==> src/rtl/nif_pkg.sv <==
`default_nettype none
// ============================================================================
//  Module      : nif_pkg
//  Description : Shared types and constants for the nested-if operand
//                collector (FSM state encoding, operand count, frame layout).
//  Revision    : 1.0  initial release
// ============================================================================
package nif_pkg;

    localparam int NIF_NUM_OPS = 6;

    typedef enum logic [1:0] {
        NIF_IDLE    = 2'd0,
        NIF_COLLECT = 2'd1,
        NIF_HOLD    = 2'd2
    } nif_state_t;

    typedef struct packed {
        logic [3:0] a;
        logic [3:0] b;
        logic [3:0] c;
        logic [3:0] d;
        logic [3:0] e;
        logic [3:0] f;
    } nif_frame_t;

endpackage
`default_nettype wire

==> src/rtl/nif_slot_buf.sv <==
`default_nettype none
// ============================================================================
//  Module      : nif_slot_buf
//  Description : Six-entry nibble slot buffer. Indexed single write, parallel
//                read. The read view includes the write in flight so the
//                final beat of a frame can be captured on the same edge.
//  Revision    : 1.0  initial release
// ============================================================================
module nif_slot_buf
    import nif_pkg::*;
#(
    parameter int NIB_W   = 4,
    parameter int NUM_OPS = NIF_NUM_OPS,
    parameter int IDX_W   = 3
) (
    input  logic                     clk,
    input  logic                     rst_n,
    input  logic                     i_wr_en,
    input  logic [IDX_W-1:0]         i_wr_idx,
    input  logic [NIB_W-1:0]         i_wr_data,
    output logic [NUM_OPS*NIB_W-1:0] o_view
);

    for (genvar i = 0; i < NUM_OPS; i++) begin : g_slot
        logic [NIB_W-1:0] r_slot;
        logic             w_hit;

        assign w_hit = i_wr_en && (i_wr_idx == IDX_W'(i));

        // Slot storage: written only when this slot is addressed.
        always_ff @(posedge clk or negedge rst_n) begin
            if (!rst_n) begin
                r_slot <= '0;
            end else if (w_hit) begin
                r_slot <= i_wr_data;
            end
        end

        assign o_view[i*NIB_W +: NIB_W] = w_hit ? i_wr_data : r_slot;
    end

endmodule
`default_nettype wire

==> src/rtl/nested_if_operand_collector.sv <==
`default_nettype none
// ============================================================================
//  Module      : nested_if_operand_collector
//  Description : Deserialises a valid/ready nibble stream into one operand
//                frame {a..f} and holds it on registered outputs until taken.
//                Optional macro NIF_COLLECT_PARITY_EN adds the in_par port and
//                an even-parity check that aborts the frame on error.
//  Revision    : 1.0  initial release
// ============================================================================
module nested_if_operand_collector
    import nif_pkg::*;
#(
    parameter int NIB_W   = 4,
    parameter int NUM_OPS = NIF_NUM_OPS,
    parameter int CNT_W   = 8
) (
    input  logic             clk,
    input  logic             rst_n,
    input  logic             in_valid,
    output logic             in_ready,
    input  logic             in_sof,
    input  logic [NIB_W-1:0] in_data,
`ifdef NIF_COLLECT_PARITY_EN
    input  logic             in_par,
`endif
    output logic             out_valid,
    input  logic             out_ready,
    output logic [NIB_W-1:0] out_a,
    output logic [NIB_W-1:0] out_b,
    output logic [NIB_W-1:0] out_c,
    output logic [NIB_W-1:0] out_d,
    output logic [NIB_W-1:0] out_e,
    output logic [NIB_W-1:0] out_f,
    output logic [CNT_W-1:0] frame_cnt,
    output logic             drop
);

    localparam int               c_IDX_W    = 3;
    localparam logic [c_IDX_W-1:0] c_LAST_IDX = c_IDX_W'(NUM_OPS - 1);

    nif_state_t                r_state, w_state_nxt;
    logic [c_IDX_W-1:0]        r_idx, w_idx_nxt;
    logic                      r_in_ready;
    logic                      r_out_valid;
    logic                      r_drop, w_drop_nxt;
    logic [CNT_W-1:0]          r_frame_cnt;
    logic [NUM_OPS*NIB_W-1:0]  r_out;
    logic [NUM_OPS*NIB_W-1:0]  w_view;
    logic                      w_acc;
    logic                      w_par_err;
    logic                      w_wr_en;
    logic [c_IDX_W-1:0]        w_wr_idx;
    logic                      w_load;
    logic                      w_consume;

    assign w_acc = in_valid && r_in_ready;

`ifdef NIF_COLLECT_PARITY_EN
    assign w_par_err = ((^in_data) != in_par);
`else
    assign w_par_err = 1'b0;
`endif

    nif_slot_buf #(
        .NIB_W   (NIB_W),
        .NUM_OPS (NUM_OPS),
        .IDX_W   (c_IDX_W)
    ) u_slot_buf (
        .clk       (clk),
        .rst_n     (rst_n),
        .i_wr_en   (w_wr_en),
        .i_wr_idx  (w_wr_idx),
        .i_wr_data (in_data),
        .o_view    (w_view)
    );

    // Next-state, slot write and pulse decode for the collect FSM.
    always_comb begin
        w_state_nxt = r_state;
        w_idx_nxt   = r_idx;
        w_wr_en     = 1'b0;
        w_wr_idx    = r_idx;
        w_drop_nxt  = 1'b0;
        w_load      = 1'b0;
        w_consume   = 1'b0;
        case (r_state)
            NIF_IDLE: begin
                if (w_acc) begin
                    if (w_par_err || !in_sof) begin
                        w_drop_nxt = 1'b1;
                    end else begin
                        w_wr_en     = 1'b1;
                        w_wr_idx    = '0;
                        w_idx_nxt   = c_IDX_W'(1);
                        w_state_nxt = NIF_COLLECT;
                    end
                end
            end
            NIF_COLLECT: begin
                if (w_acc) begin
                    if (w_par_err) begin
                        w_drop_nxt  = 1'b1;
                        w_idx_nxt   = '0;
                        w_state_nxt = NIF_IDLE;
                    end else if (in_sof) begin
                        // New start of frame: abandon the partial one and restart.
                        w_drop_nxt = 1'b1;
                        w_wr_en    = 1'b1;
                        w_wr_idx   = '0;
                        w_idx_nxt  = c_IDX_W'(1);
                    end else begin
                        w_wr_en = 1'b1;
                        if (r_idx == c_LAST_IDX) begin
                            w_load      = 1'b1;
                            w_idx_nxt   = '0;
                            w_state_nxt = NIF_HOLD;
                        end else begin
                            w_idx_nxt = r_idx + c_IDX_W'(1);
                        end
                    end
                end
            end
            NIF_HOLD: begin
                if (r_out_valid && out_ready) begin
                    w_consume   = 1'b1;
                    w_state_nxt = NIF_IDLE;
                end
            end
            default: begin
                w_state_nxt = NIF_IDLE;
                w_idx_nxt   = '0;
            end
        endcase
    end

    // State, handshake, output frame and counter registers.
    always_ff @(posedge clk or negedge rst_n) begin
        if (!rst_n) begin
            r_state     <= NIF_IDLE;
            r_idx       <= '0;
            r_in_ready  <= 1'b0;
            r_out_valid <= 1'b0;
            r_drop      <= 1'b0;
            r_frame_cnt <= '0;
            r_out       <= '0;
        end else begin
            r_state    <= w_state_nxt;
            r_idx      <= w_idx_nxt;
            r_in_ready <= (w_state_nxt != NIF_HOLD);
            r_drop     <= w_drop_nxt;
            if (w_load) begin
                r_out       <= w_view;
                r_out_valid <= 1'b1;
            end else if (w_consume) begin
                r_out_valid <= 1'b0;
            end
            if (w_consume) begin
                r_frame_cnt <= r_frame_cnt + CNT_W'(1);
            end
        end
    end

    assign in_ready  = r_in_ready;
    assign out_valid = r_out_valid;
    assign drop      = r_drop;
    assign frame_cnt = r_frame_cnt;
    assign out_a     = r_out[0*NIB_W +: NIB_W];
    assign out_b     = r_out[1*NIB_W +: NIB_W];
    assign out_c     = r_out[2*NIB_W +: NIB_W];
    assign out_d     = r_out[3*NIB_W +: NIB_W];
    assign out_e     = r_out[4*NIB_W +: NIB_W];
    assign out_f     = r_out[5*NIB_W +: NIB_W];

endmodule
`default_nettype wire

==> config.mk <==
export PLATFORM = sky130hd
export DESIGN_NAME = nested_if_operand_collector
export DESIGN_NICKNAME = d
export VERILOG_FILES = /design/src/rtl/nif_pkg.sv /design/src/rtl/nif_slot_buf.sv /design/src/rtl/nested_if_operand_collector.sv
export SDC_FILE = /design/constraint.sdc
export NUM_CORES = 1
export LEC_CHECK = 0
export BUFFER_PORTS_ARGS = -buffer_cell sky130_fd_sc_hd__buf_2
export CAP_MARGIN = 25
export CORE_ASPECT_RATIO = 1.75
export CORE_UTILIZATION = 54
export DETAILED_ROUTE_END_ITERATION = 16
export PLACE_DENSITY = 0.83
export SLEW_MARGIN = 0
export SYNTH_ARGS = -nofsm -noshare
export SYNTH_HDL_FRONTEND = slang
export SYNTH_SLANG_ARGS = --single-unit
==> constraint.sdc <==
create_clock -name clk -period 1.75 [get_ports clk]
set_input_delay 0.35 -clock clk [delete_from_list [all_inputs] [get_ports clk]]
set_output_delay 0.35 -clock clk [all_outputs]
set_load 0.02 [all_outputs]
==> impl_metrics.py <==
metrics = {
    "setup_path": {
        "critPathMaxFanout": 6,
        "cp_top_family": "multiplexers",
        "cp-start-kind": "flop",
        "worstSetupEndpointType": "flop",
        "r2r_cells": 4,
        "critical_path.max_stage_delay_ps": 480,
        "cp_num_buf_inv": 0,
        "crit_arrival_ps": 1860,
        "path_common_cell": "mux2_2",
        "cp.depth": 4,
        "path_cells": "nor3b_2, nand3_2, mux2_2, mux2_2",
        "critPathSlowestCell": "dfrtp_1",
        "crit_type": "flop to flop",
        "required_ps": 1960,
    },
    "yosys": {
        "ys_types": 34,
        "ys_top_cells_by_area": "dfrtp_1 60%, mux2_2 12%, nand3_1 4.0%",
        "yosys.area.top_type": "dfrtp_1",
        "synthCells": 203,
        "syn-num-nets": 213,
        "synth.avg_cell_area_sq_um": 12.3,
        "synth.top_cell.area_share": 0.602,
        "synth_edf_count": 0,
        "ys_ff_latch": 60,
        "yosysWarnings": 0,
        "netlist_area_sq_um": 2490,
        "yosysSeqAreaShare": 0.602,
        "synth_async_sr_flop_share": 1.00,
        "synth-main-ff-cell": "dfrtp_1",
    },
    "die": {
        "core_region_area_sq_um": 4400,
        "die_w_um": 53.4,
        "dieArea_sq_um": 4910,
        "fp.dieH_um": 91.9,
        "top_level_ports": 44,
        "start_util": 0.566,
        "num_rows": 32,
    },
    "clocking": {
        "post_cts_buffers": 0,
        "root_buffer": "clkbuf_8",
        "cts.clk_slew.worst_paths_ps": 60,
        "postCtsHoldBufs": 0,
        "htree_levels": 3,
        "clock_sinks": 60,
        "cts_buffer_depth": 2,
        "numCtsBuffers": 9,
        "worstSkewPairLatency_ps": 320,
        "post_cts_resized": 0,
        "cts_tree": "built",
    },
    "global_routing": {
        "grt_pass1_wl_um": 7980,
        "gr-usage-all-layers": 0.227,
        "grt_max_degree": 61,
        "first_global_vias": 1756,
        "overflow": 0,
        "antenna_found_initial": 0,
    },
    "detailed_routing": {
        "routedWlPerCell_um": 14.9,
        "drt_first_pass_iters": 4,
        "num_vias": 1690,
        "wl_um": 4670,
        "antenna_left": 0,
        "drc_errors": 0,
        "viasPerCell": 5.40,
        "drt-initial-drc-count": 31,
    },
    "timing": {
        "layout_setup_ws_ps": 95.8,
        "clock.fmax_mhz": 605,
        "hold_slack_ps": 25.0,
        "fin_skew_ps": 7.39,
        "fin_crit_ps": 1650,
        "drv_slew": 0,
        "setup_violations": 0,
        "tightest_slew_ps": 456,
        "max_slew_margin": 0.695,
        "rsz0062_at_grt": "no",
        "final.setup.tns_ps": 0,
        "fin_crit_sh": 0.945,
        "hold_violations": 0,
    },
    "cells_and_area": {
        "antenna_cells": 0,
        "final_area_sq_um": 2990,
        "fin_util": 0.678,
        "nNetsFinal": 267,
        "area_growth_pct": 19.8,
        "post_route_cells_drive_above_1_share": 0.389,
    },
    "run": {
        "maxCapViolations": 0,
    },
    "power_and_ir_drop": {
        "leakagePower_uw": 0.00148,
        "peakVddDrop_mv": 0.866,
        "pwr_density_cell_nw_per_um2": 1630,
    },
    "status": {
        "status": "finished clean",
    },
    "placed_design": {
        "place_area_sq_um": 2810,
        "gp_congestion": 0.840,
        "hpwlAfterDp_um": 3260,
        "portBuffers": 43,
        "pre_cts_slack_ps": 5.70,
    },
    "min_path": {
        "hold_path_class": "primary input to async pin",
    },
}
-- per-stage QoR --
step | power [uW] | cells
floorplan | 3250 | 203
global placement | 3710 | 297
detailed placement | 3810 | 297
finish | 4870 | 313
global route | 5170 | 313
CTS | 4910 | 313
-- worst register-to-register path: stages (launching register included) --
cell	delay, ps
dfrtp_1	480
nor3b_2	300
nand3_2	170
mux2_2	320
mux2_2	270
-- report_power, final --
| group | switching [uW] | internal (uW) |
|---|---|---|
| logic | 870 | 675 |
| clock network | 499 | 586 |
| registers | 316 | 1920 |
| total | 1690 | 3180 |
-- sequential cells by signal (all words and copies together) (netlist names) --
signal and count:
r_out 24, out_valid 1, r_state 2, frame_cnt 8, drop 1, u_slot_buf.g_slot.r_slot 20, in_ready 1, r_idx 3
-- synthesized netlist by cell type, types with 2 or more instances --
| library cell | n |
|---|---|
| buf_6 | 3 |
| mux2_2 | 26 |
| mux2_4 | 2 |
| o21ai_0 | 18 |
| a31oi_1 | 2 |
| dfrtp_1 | 60 |
| buf_2 | 4 |
| clkbuf_1 | 2 |
| nand4_1 | 4 |
| xnor2_1 | 7 |
| xor2_1 | 2 |
| nand2_1 | 9 |
| inv_1 | 19 |
| nor2_1 | 3 |
| nor3b_2 | 2 |
| nand3_1 | 20 |
| a41oi_1 | 2 |
| a21o_1 | 2 |
-- layout make-up --
cell class                 instances  area [sq um]
clock inverter                     4          23.8
inverter                          19          71.3
timing repair buffer              52           308
fill                             359          1420
multi-input combinational        115           865
sequential                        60          1500
tap                               51          63.8
clock buffer                      12           155
-- metal layers --
layer,up-vias,global-route usage,share of wire
met1,838,0.268,0.40
met4,0,0.0987,0.010
met2,39,0.384,0.55
li1,807,-,-
met5,-,0,0
met3,6,0.0431,0.036
-- placed cells by master (no fill, tap or decap), drive strengths merged, types with 2 or more instances in the layout --
master,synthesis,routed
xor2,2,2
buf,7,52
mux2,28,28
o21ai,19,19
nand4,4,4
xnor2,7,7
clkbuf,2,12
dfrtp,60,60
nand3,21,21
nor2,3,3
nor3b,3,3
clkinv,0,4
a41oi,2,2
a21o,2,2
nand2,9,9
a31oi,2,2
inv,19,19
-- path summary, 6_finish.rpt --
kind	startpoint	endpoint	slack, ps
max in group asynchronous	rst_n	r_out[22]	1470
worst min-delay path	rst_n	r_out[15]	30
worst max-delay path	r_idx[1]	r_out[8]	100
min in group clk	in_data[1]	r_out[21]	360
worst max register to register	r_idx[1]	r_out[8]	100
worst min register to register	frame_cnt[7]	frame_cnt[7]	480
-- cells by family after synthesis --
| kind of cell | Yosys count | synth area share |
|---|---|---|
| simple gates | 49 | 0.113 |
| fa+ha+maj | 1 | 0.00501 |
| flops | 60 | 0.602 |
| buf+inv | 28 | 0.0532 |
| mux | 28 | 0.129 |
| xor+xnor | 9 | 0.0316 |
| compound gates | 28 | 0.0662 |
(Power assumes the default switching activity.)
